===== src/rtl/elevator_call_latch_if.sv =====
// rtl/elevator_call_latch_if.sv - hall-button / request bundle for elevator_call_latch
// master drives buttons and car floor; slave returns requests, door and call status.
interface elevator_call_latch_if;
  logic [3:0] btn;
  logic [1:0] floor;
  logic [3:0] req;
  logic       door_open;
  logic [3:0] pending;

  modport master (output btn, floor, input req, door_open, pending);
  modport slave  (input btn, floor, output req, door_open, pending);
endinterface


===== src/rtl/elevator_call_latch.sv =====
// rtl/elevator_call_latch.sv - hall-call latch with door-dwell timer for a four-floor car
// Define BTN_SYNC_EN to pass btn through a two-flop synchronizer before edge detection.
module elevator_call_latch #(
  parameter int DWELL   = 8,
  parameter int DWELL_W = 4
) (
  input  logic                 clk,
  input  logic                 rst,
  elevator_call_latch_if.slave bus
);

  typedef enum logic [1:0] {
    IDLE  = 2'd0,
    OPEN  = 2'd1,
    CLOSE = 2'd2
  } state_t;

  localparam logic [DWELL_W-1:0] CNT_LOAD = DWELL_W'(DWELL - 1);

  state_t             state_q, state_d;
  logic [DWELL_W-1:0] cnt_q, cnt_d;
  logic [3:0]         btn_prev_q, btn_prev_d;
  logic [3:0]         pending_q, pending_d;
  logic [1:0]         floor_q, floor_d;
  logic [1:0]         stop_floor_q, stop_floor_d;
  logic [3:0]         btn_s;
  logic [3:0]         rise;
  logic [3:0]         clr;
  logic [3:0]         req_c;
  logic               door_c;

`ifdef BTN_SYNC_EN
  logic [3:0] sync1_q, sync1_d, sync2_q, sync2_d;

  always_comb begin
    sync1_d = bus.btn;
    sync2_d = sync1_q;
  end

  always_ff @(posedge clk or negedge rst) begin
    if (!rst) begin
      sync1_q <= '0;
      sync2_q <= '0;
    end else begin
      sync1_q <= sync1_d;
      sync2_q <= sync2_d;
    end
  end

  assign btn_s = sync2_q;
`else
  assign btn_s = bus.btn;
`endif

  always_comb begin
    state_d      = state_q;
    cnt_d        = cnt_q;
    stop_floor_d = stop_floor_q;
    clr          = '0;
    req_c        = pending_q;
    door_c       = 1'b0;
    rise         = btn_s & ~btn_prev_q;
    btn_prev_d   = btn_s;
    floor_d      = bus.floor;

    case (state_q)
      IDLE: begin
        if (pending_q[bus.floor] && (bus.floor == floor_q)) begin
          state_d      = OPEN;
          cnt_d        = CNT_LOAD;
          stop_floor_d = bus.floor;
        end
      end
      OPEN: begin
        // Holding only the stop floor's request keeps the controller parked here.
        door_c = 1'b1;
        req_c  = 4'b0001 << stop_floor_q;
        if (rise[stop_floor_q]) begin
          cnt_d = CNT_LOAD;
        end else if (cnt_q == '0) begin
          state_d           = CLOSE;
          clr[stop_floor_q] = 1'b1;
        end else begin
          cnt_d = cnt_q - DWELL_W'(1);
        end
      end
      CLOSE: begin
        state_d = IDLE;
      end
      default: begin
        state_d = IDLE;
      end
    endcase

    // New presses win over the dwell-complete clear.
    pending_d = (pending_q & ~clr) | rise;
  end

  always_ff @(posedge clk or negedge rst) begin
    if (!rst) begin
      state_q      <= IDLE;
      cnt_q        <= '0;
      btn_prev_q   <= '0;
      pending_q    <= '0;
      floor_q      <= '0;
      stop_floor_q <= '0;
    end else begin
      state_q      <= state_d;
      cnt_q        <= cnt_d;
      btn_prev_q   <= btn_prev_d;
      pending_q    <= pending_d;
      floor_q      <= floor_d;
      stop_floor_q <= stop_floor_d;
    end
  end

  assign bus.req       = req_c;
  assign bus.door_open = door_c;
  assign bus.pending   = pending_q;

endmodule


===== src/flat_wrapper.sv =====
// flat-port wrapper written by rule: the top's interface ports become plain ports
module elevator_call_latch_flat 
#(
  parameter int DWELL   = 8,
  parameter int DWELL_W = 4
)
  (clk, rst, bus_btn, bus_floor, bus_req, bus_door_open, bus_pending);
  elevator_call_latch_if bus_i ();
  input  logic clk;
  input  logic rst;
  input wire logic [$bits(bus_i.btn)-1:0] bus_btn;
  input wire logic [$bits(bus_i.floor)-1:0] bus_floor;
  output wire logic [$bits(bus_i.req)-1:0] bus_req;
  output wire logic [$bits(bus_i.door_open)-1:0] bus_door_open;
  output wire logic [$bits(bus_i.pending)-1:0] bus_pending;
  assign bus_i.btn = bus_btn;
  assign bus_i.floor = bus_floor;
  assign bus_req = bus_i.req;
  assign bus_door_open = bus_i.door_open;
  assign bus_pending = bus_i.pending;
  elevator_call_latch #(.DWELL(DWELL), .DWELL_W(DWELL_W)) u_core (.clk(clk), .rst(rst), .bus(bus_i));
endmodule

===== config.mk =====
export PLATFORM = sky130hd
export DESIGN_NAME = elevator_call_latch_flat
export DESIGN_NICKNAME = d
export VERILOG_FILES = /design/src/rtl/elevator_call_latch_if.sv /design/src/rtl/elevator_call_latch.sv /design/src/flat_wrapper.sv
export SDC_FILE = /design/constraint.sdc
export NUM_CORES = 1
export LEC_CHECK = 0
export CAP_MARGIN = 15
export CORE_UTILIZATION = 49
export CTS_CLUSTER_DIAMETER = 40
export CTS_CLUSTER_SIZE = 28
export DETAILED_ROUTE_END_ITERATION = 8
export PLACE_DENSITY_LB_ADDON = 0.1
export SLEW_MARGIN = 20
export SYNTH_ARGS = -nofsm -noshare
export SYNTH_HDL_FRONTEND = slang
export SYNTH_SLANG_ARGS = --single-unit

===== constraint.sdc =====
create_clock -name clk -period 1.8 [get_ports clk]
set_input_delay 0.36 -clock clk [delete_from_list [all_inputs] [get_ports clk]]
set_output_delay 0.36 -clock clk [all_outputs]
set_load 0.005 [all_outputs]

# Word level (Yosys, flattened, before mapping)
# Cells that the tools add are included.
op_classes:
  add_sub_neg: 1
  n_shift: 1
  n_reduce_logical: 8
  eq_ne: 6
  bitwise: 5
  mux: 19
  n_lt_le_gt_ge: 3
op_table:
  columns: ["cell", "count"]
  rows:
  - ["4-bit two-way mux", 7]
  - ["4-bit bitwise AND", 2]
  - ["4-bit inverter", 2]
  - ["4-bit case mux with 2 select lines", 1]
  - ["2-bit by 3-bit less-than comparator with 1-bit output (second input constant)", 2]
  - ["2-bit two-way mux", 3]
  - ["3-bit AND reduction", 2]
  - ["1-bit binary-select mux with 2-bit select", 2]
  - ["4-bit zero test", 1]
  - ["1-bit two-way mux", 4]
  - ["2-bit by 1-bit inequality test with 1-bit output (second input constant)", 2]
  - ["4-bit bitwise OR", 1]
  - ["2-bit case mux with 2 select lines", 1]
  - ["1-bit by 2-bit left shift with 4-bit output (first input constant)", 1]
  - ["4-bit by 1-bit subtractor with 4-bit output (second input constant)", 1]
  - ["3-bit by 2-bit inequality test with 1-bit output (second input constant)", 1]
  - ["1-bit demux with 2-bit select", 1]
  - ["2-bit by 1-bit equality test with 1-bit output (second input constant)", 1]
  - ["2-bit equality test", 1]
  - ["2-bit by 1-bit >= comparator with 1-bit output (second input constant)", 1]
  - ["1-bit logical AND", 2]
  - ["2-bit zero test", 1]
  - ["2-bit inequality test (second input constant)", 1]
  - ["2-bit AND reduction", 1]
  - ["2-bit nonzero test", 1]
word_totals:
  word_cells: 49
  in_bits: 8
  reg_bits: 18

# Longest topological paths before layout
# Gate-level depths: netlist of the first run.
logic_depth:
  word_depth: 10
  depth_mapped: 6
  ltp_nobuf: 6

# Least setup slack after synthesis of the first run
# OpenSTA, ideal clock, no wires.
synth_path:
  path_kind: "reg-to-output"
  startpoint: "reg u_core.state_q[1]"
  endpoint: "out bus_req[0]"
  slack_ns: 0.252
  path_stages_with_launch: 5
  arrival_time_ns: 1.188
  cell_sequence: "dfrtp_1 > nand2b_1 > buf_2 > inv_2 > mux2_2"
synth_via:
  elab_chain_len: 2
synth_rtl:
  columns: ["item", "line", "rtl"]
  rows:
  - ["from (decl)", "elevator_call_latch.sv:20", "state_t state_q, state_d;"]
  - ["from (signal assigned)", "elevator_call_latch.sv:108", "state_q <= state_d;"]
  - ["2-bit by 1-bit equality test with 1-bit output", "elevator_call_latch.sv:66", "case (state_q)"]
  - ["4-bit two-way mux", "elevator_call_latch.sv:66", null]
  - ["to (decl)", "flat_wrapper.sv:13", "output wire logic [$bits(bus_i.req)-1:0] bus_req;"]
# No other way between the ends.

# Final worst setup path of the first run
layout_path:
  startpoint: "reg u_core.state_q[1]"
  endpoint: "out bus_req[2]"
# Same word-level chain as after synthesis.

==> flow_summary.ini, run 1 <==
[yosys]
synth_most_common_cell = dfrtp_1
yosys_warnings = 0
synth-seq-area-share_pct = 52.4
syn-num-nets = 91
synth_top_area_share_pct = 52.4
yosys.area.top_type = dfrtp_1
netlist_area_sq_um = 860
netlist_top_cells_area = dfrtp_1 (52%), a21oi_1 (4.7%), nand2_1 (3.5%), nor2_1 (3.5%), mux2_2 (2.6%)
ys_top_cells_by_count = dfrtp_1 (18), a21oi_1 (8), nand2_1 (8), nor2_1 (8), inv_1 (4)
syn_inst = 82
ys_types = 30
synth_top_flop_cell = dfrtp_1
syn_avg_cell_area_sq_um = 10.5
async_flop_share_pct = 100
synth_edf_count = 0
ys_ff_latch = 18

[placement]
place_inst = 126
dpl-instance-area_sq_um = 1130
gp_congestion = 0.850
dpl.hpwl_microns = 1410
port_buffers = 16

[routing]
vias = 738
detail-route-antenna-nets = 0
wl_microns = 1990
drc = 0
firstDrtPassIters = 4
drtIter0Drc = 16
post_drt_wl_per_cell_microns = 15.3
viasPerCell = 5.68

[clock_tree]
post_cts_buffers = 0
hold_buffers = 0
clkTransAtPathRegs_ns = 0.11
h-tree-depth = 1
clk_latency_ns = 0.30
clockBufferDepth = 2
cts_buffers = 3
clock_sinks = 18
clockRootBuffer = clkbuf_4
cts_tree = done

[finish]
final_util_pct = 75.1
final_area_sq_um = 1180
layout.nets = 124
finalNonFillerCells = 130
drive_gt1_share_pct = 24.6
syn_to_final_growth_pct = 37.7
antennaDiodeCount = 0

[sta]
setup_violations = 0
slew_violations = 0
rsz0062_at_grt = false
timing.final.crit_share_pct = 96.1
fmax_ghz = 0.578
slew_headroom_pct = 81.6
tightestPinTransition_ns = 0.274
min_period_ns = 1.73
skew_ns = 0.00125
hold_violations = 0

[worst_setup_path]
crit_path_end_kind = output pin
regToRegEndpoint = u_core.bus.pending[3]
crit_chain = nand2b_4, buf_6, nand2_1, o21ai_1, dlygate4sd2_1
path_buf_inv = 2
reg2reg_slack_ns = 0.12
worstSetupStartpointType = flip-flop
critPathTopFamily = flip-flops
worstPathArrival_ns = 1.37
max_stage_delay_ns = 0.40
worstSetupPathType = flip-flop to output pin
cp_slowest_cell = dfrtp_1
rr_worst_depth = 6
cp.required_ns = 1.44
timing.rr.start = u_core.cnt_q[0]
crit_fanout = 6

[global_routing]
grt_usage_pct = 24.7
grt_start_max_net_pins = 19
antenna_found_initial = 0
grt_first_pass_wirelength_microns = 3280
grt_pass1_vias = 692
overflow = 0

[floorplan]
rows = 14
chipHeight_microns = 43.9
start_util_pct = 54.5
dieWidth_microns = 43.9
io-pin-count = 17
die_area_sq_um = 1930
core_sq_um = 1580

[power_and_ir_drop]
power.density_nw_per_um2 = 1330
p_leak_nw = 0.525
max-vdd-ir-drop_mv = 0.792

[job]
cap_violations = 0

[hold_path]
hold_path.class = primary input to async pin

[outcome]
status = completed
[worst max-delay path by stage]
stage                            startpoint                    end  slack [ns]  cells past startpoint
after floorplan           u_core.state_q[1]             bus_req[0]        0.25                      4
after global placement           bus_btn[2]  u_core.bus.pending[3]       -0.16                      5
after detailed placement         bus_btn[2]  u_core.bus.pending[3]       -0.22                      5
after CTS                 u_core.state_q[1]             bus_req[0]       0.009                      4
after global routing        u_core.cnt_q[0]  u_core.bus.pending[3]       0.003                      6
final                     u_core.state_q[1]             bus_req[2]        0.07                      5
[state kept, by name (all words and copies together), names as in the netlist]
signal / count
u_core.btn_prev_q: 4
u_core.bus.pending: 4
u_core.cnt_q: 4
u_core.floor_q: 2
u_core.state_q: 2
u_core.stop_floor_q: 2
[cells in the final DEF, fill, tap and decap left out, drive strengths merged]
cell / instances
clkdlybuf4s50: 11
a211oi: 2
a21oi: 8
ha: 1
o211ai: 1
or2: 1
nor2b: 4
nor3: 3
o21bai: 1
dfrtp: 18
buf: 14
mux2: 2
o21ai: 3
clkbuf: 4
a32oi: 2
nand2: 8
nor2: 8
nand2b: 3
or3: 3
a31oi: 1
a311oi: 1
inv: 5
dlygate4sd2: 4
mux2i: 1
a21o: 1
mux4: 1
o22ai: 2
nand3: 1
[where the power goes]
group          switching [mW]  internal, mW  total (mW)  leakage (nW)
registers               0.106         0.490       0.596         0.198
clock network           0.135         0.124       0.258        0.0210
logic                   0.334         0.382       0.716         0.306
[layout make-up]
type	count	area, sq um
Clock buffer	4	36.3
Inverter	5	21.3
Multi-Input combinational cell	58	404
Fill cell	130	393
Tap cell	16	20.0
Timing Repair Buffer	29	251
Sequential cell	18	450
[cells by family (layout without fill, tap and decap cells)]
kind of cell	after synthesis	count (layout)	synth area share, %
AO/OA/AOI/OAI	22	22	17.5
adder cells (fa/ha/maj)	1	1	1.46
buffers and inverters	6	38	2.76
flip-flops	18	18	52.4
multiplexers	4	4	6.40
AND/OR/NAND/NOR	31	31	19.5
[layer usage]
layer | global-route usage [%] | wire, microns | vias up
met3 | 5.83 | 100 | 6
met1 | 32.7 | 884 | 355
met4 | 15.8 | 64 | 0
met2 | 36.4 | 940 | 22
met5 | 0 | 0 | -
li1 | - | - | 355
[timing repair]
item                                    in CTS  in global routing
endpoints found under the setup margin       5                  4
pin swaps                                    0                  1
gates resized for setup                     11                  5
cloned                                       0                  0
[metrics by stage]
stage	TNS, ns	total power [mW]	hold WS [ns]	setup WS [ns]
final	0	1.57	0.371	0.0697
after global routing	0	1.68	0.395	0.00331
after CTS	0	1.58	0.373	0.00871
after detailed placement	-1.73	1.32	0.544	-0.222
after global placement	-1.38	1.30	0.515	-0.164
after floorplan	0	0.957	0.0644	0.252
(Power assumes the default switching activity.)
==> run 2, diff against run 1 <==
--- a/config.mk
+++ b/config.mk
@@ -11,6 +11,7 @@
 export CTS_CLUSTER_SIZE = 28
 export DETAILED_ROUTE_END_ITERATION = 8
 export PLACE_DENSITY_LB_ADDON = 0.1
+export SKIP_LAST_GASP = 1
 export SLEW_MARGIN = 20
 export SYNTH_ARGS = -nofsm -noshare
 export SYNTH_HDL_FRONTEND = slang
==> results of run 2 <==
The final DEF is identical to that of run 1; final timing and power are the same.
==> run 3, diff against run 2 <==
--- a/config.mk
+++ b/config.mk
@@ -12,7 +12,6 @@
 export DETAILED_ROUTE_END_ITERATION = 8
 export PLACE_DENSITY_LB_ADDON = 0.1
 export SKIP_LAST_GASP = 1
-export SLEW_MARGIN = 20
 export SYNTH_ARGS = -nofsm -noshare
 export SYNTH_HDL_FRONTEND = slang
 export SYNTH_SLANG_ARGS = --single-unit
==> results of run 3 <==
The final DEF is identical to that of run 1; final timing and power are the same.
==> RTL edit, RTL diff (flow settings as in run 2) <==
Encoding of `state_t`: now one-hot (3 bits for 3 states).
--- a/src/rtl/elevator_call_latch.sv
+++ b/src/rtl/elevator_call_latch.sv
@@ -9,10 +9,10 @@
   elevator_call_latch_if.slave bus
 );
 
-  typedef enum logic [1:0] {
-    IDLE  = 2'd0,
-    OPEN  = 2'd1,
-    CLOSE = 2'd2
+  typedef enum logic [2:0] {
+    IDLE  = 3'b001,
+    OPEN  = 3'b010,
+    CLOSE = 3'b100
   } state_t;
 
   localparam logic [DWELL_W-1:0] CNT_LOAD = DWELL_W'(DWELL - 1);
Formal check against the unedited RTL: same outputs for any inputs over 10 cycles, from zero or initial values and one cycle with rst low; not proved beyond that.
==> RTL edit against run 2 <==
The run now ends with setup timing left; final cell count is 7.7% higher; critical path depth is 1 lower; register-to-register slack worse by 0.22 ns; area after synthesis is 7.7% higher; clock skew is 0.0013 ns higher; sequential cell count is 1 higher; cell area is 11% higher; fmax is 10% lower; core utilization hardly changed; worst hold slack better by 0.0065 ns; wire length is 3.0% higher; setup slack worse by 0.20 ns; critical endpoint is now bus_req[0].
Power is not compared: it rests on default switching activity, and its combinational part moved more than twofold at a synthesized area within 25%.
==> RTL edit: results (changes against run 2) <==
Worst setup path
  – Crit Path Max Fanout: 5 (-1)
  – Reg-to-Reg Start: u_core.state_q[0]$_DFFE_PN1P_
  – Slowest CP cell: or3b_4
  – FF-to-FF End: u_core.stop_floor_q[1]$_DFFE_PN0P_
  – Reg-to-reg setup timing slack: -0.10 ns (-0.22 ns)

Cells and area
  – Signal buf overhead: 19.68% (-1.6 points)
  – Clock network area share: 2.006% (-1.1 points)
  – Layout area overhead: 41.49%
  – Seq_cells: 19 (+1)

Logic synthesis
  – Ranking of synthesized cells by area: dfrtp_1, nand2b_1, nor2b_1
  – Adder-Cell Fraction of Synth Area: 2.703% (+1.2 points)
  – Synth Area in Compound Gates: 16.08% (-1.4 points)
  – Yosys cell types: 29 (-3.3%)
  – Mapped Nets: 93 (+2.2%)
  – Post-Synthesis Cell Area: 925.9 um^2 (+7.7%)
  – Commonest cells in the netlist: dfrtp_1, nand2_1, nand2b_1, nor2b_1
  – Post-Synth XOR/XNOR Area: 0.9459% (+0.95 points)

Status
  – Failing checks: setup timing
  – Status: complete, but fails checks

Timing
  – Final setup TNS: -0.5729 ns (-0.5729 ns)
  – Final setup vio count: 7 (+7)
  – Relative max-transition margin: 79.15% (-2.5 points)
  – Final Skew: 0.002528 ns (+0.001279 ns)
  – Final WS setup: -0.1331 ns (-0.2027 ns)

Detailed routing
  – Total Wirelength: 2.049 mm (+3.0%)
  – DR WL met2: 1.035 mm (+10%)
  – Drt wl/cell: 14.64 um (-4.4%)
  – Via density: 5.536 (-2.5%)

GRT
  – Largest net degree at the start of global routing: 20 (+1)
  – Overall Global Routing Usage: 22.66% (-2.0 points)
  – Met1 usage: 30.46% (-2.2 points)
  – First-pass GRT wire length: 3.256 mm (-0.64%)
  – GR met3 Demand/Resource: 3.571% (-2.3 points)
  – Vias in the first global route: 724 (+4.6%)

Placed design
  – Pre-CTS setup slack: -0.3253 ns (-0.1029 ns)
  – Dpl hpwl: 1.393 mm (-1.4%)
  – Cells after DPL: 133 (+5.6%)

Power and ir drop
  – Tot Pwr: 1.018 mW
[RTL edit: worst max-delay path by stage]
stage,from,end,cells after the start
after floorplan,u_core.state_q[0]$_DFFE_PN1P_,u_core.stop_floor_q[0]$_DFFE_PN0P_,4
after global placement,bus_floor[0],u_core.stop_floor_q[0]$_DFFE_PN0P_,5
after detailed placement,bus_floor[0],u_core.stop_floor_q[1]$_DFFE_PN0P_,5
after CTS,u_core.state_q[0]$_DFFE_PN1P_,bus_req[0],4
after global routing,u_core.state_q[2]$_DFFE_PN0P_,bus_req[0],4
final,u_core.state_q[2]$_DFFE_PN0P_,bus_req[0],4
[RTL edit: kinds of logic after synthesis]
group | Yosys count
flip-flops | 19
AO/OA/AOI/OAI | 19
buffers and inverters | 6
AND/OR/NAND/NOR | 33
XOR/XNOR | 1
adder cells (fa/ha/maj) | 2
multiplexers | 3
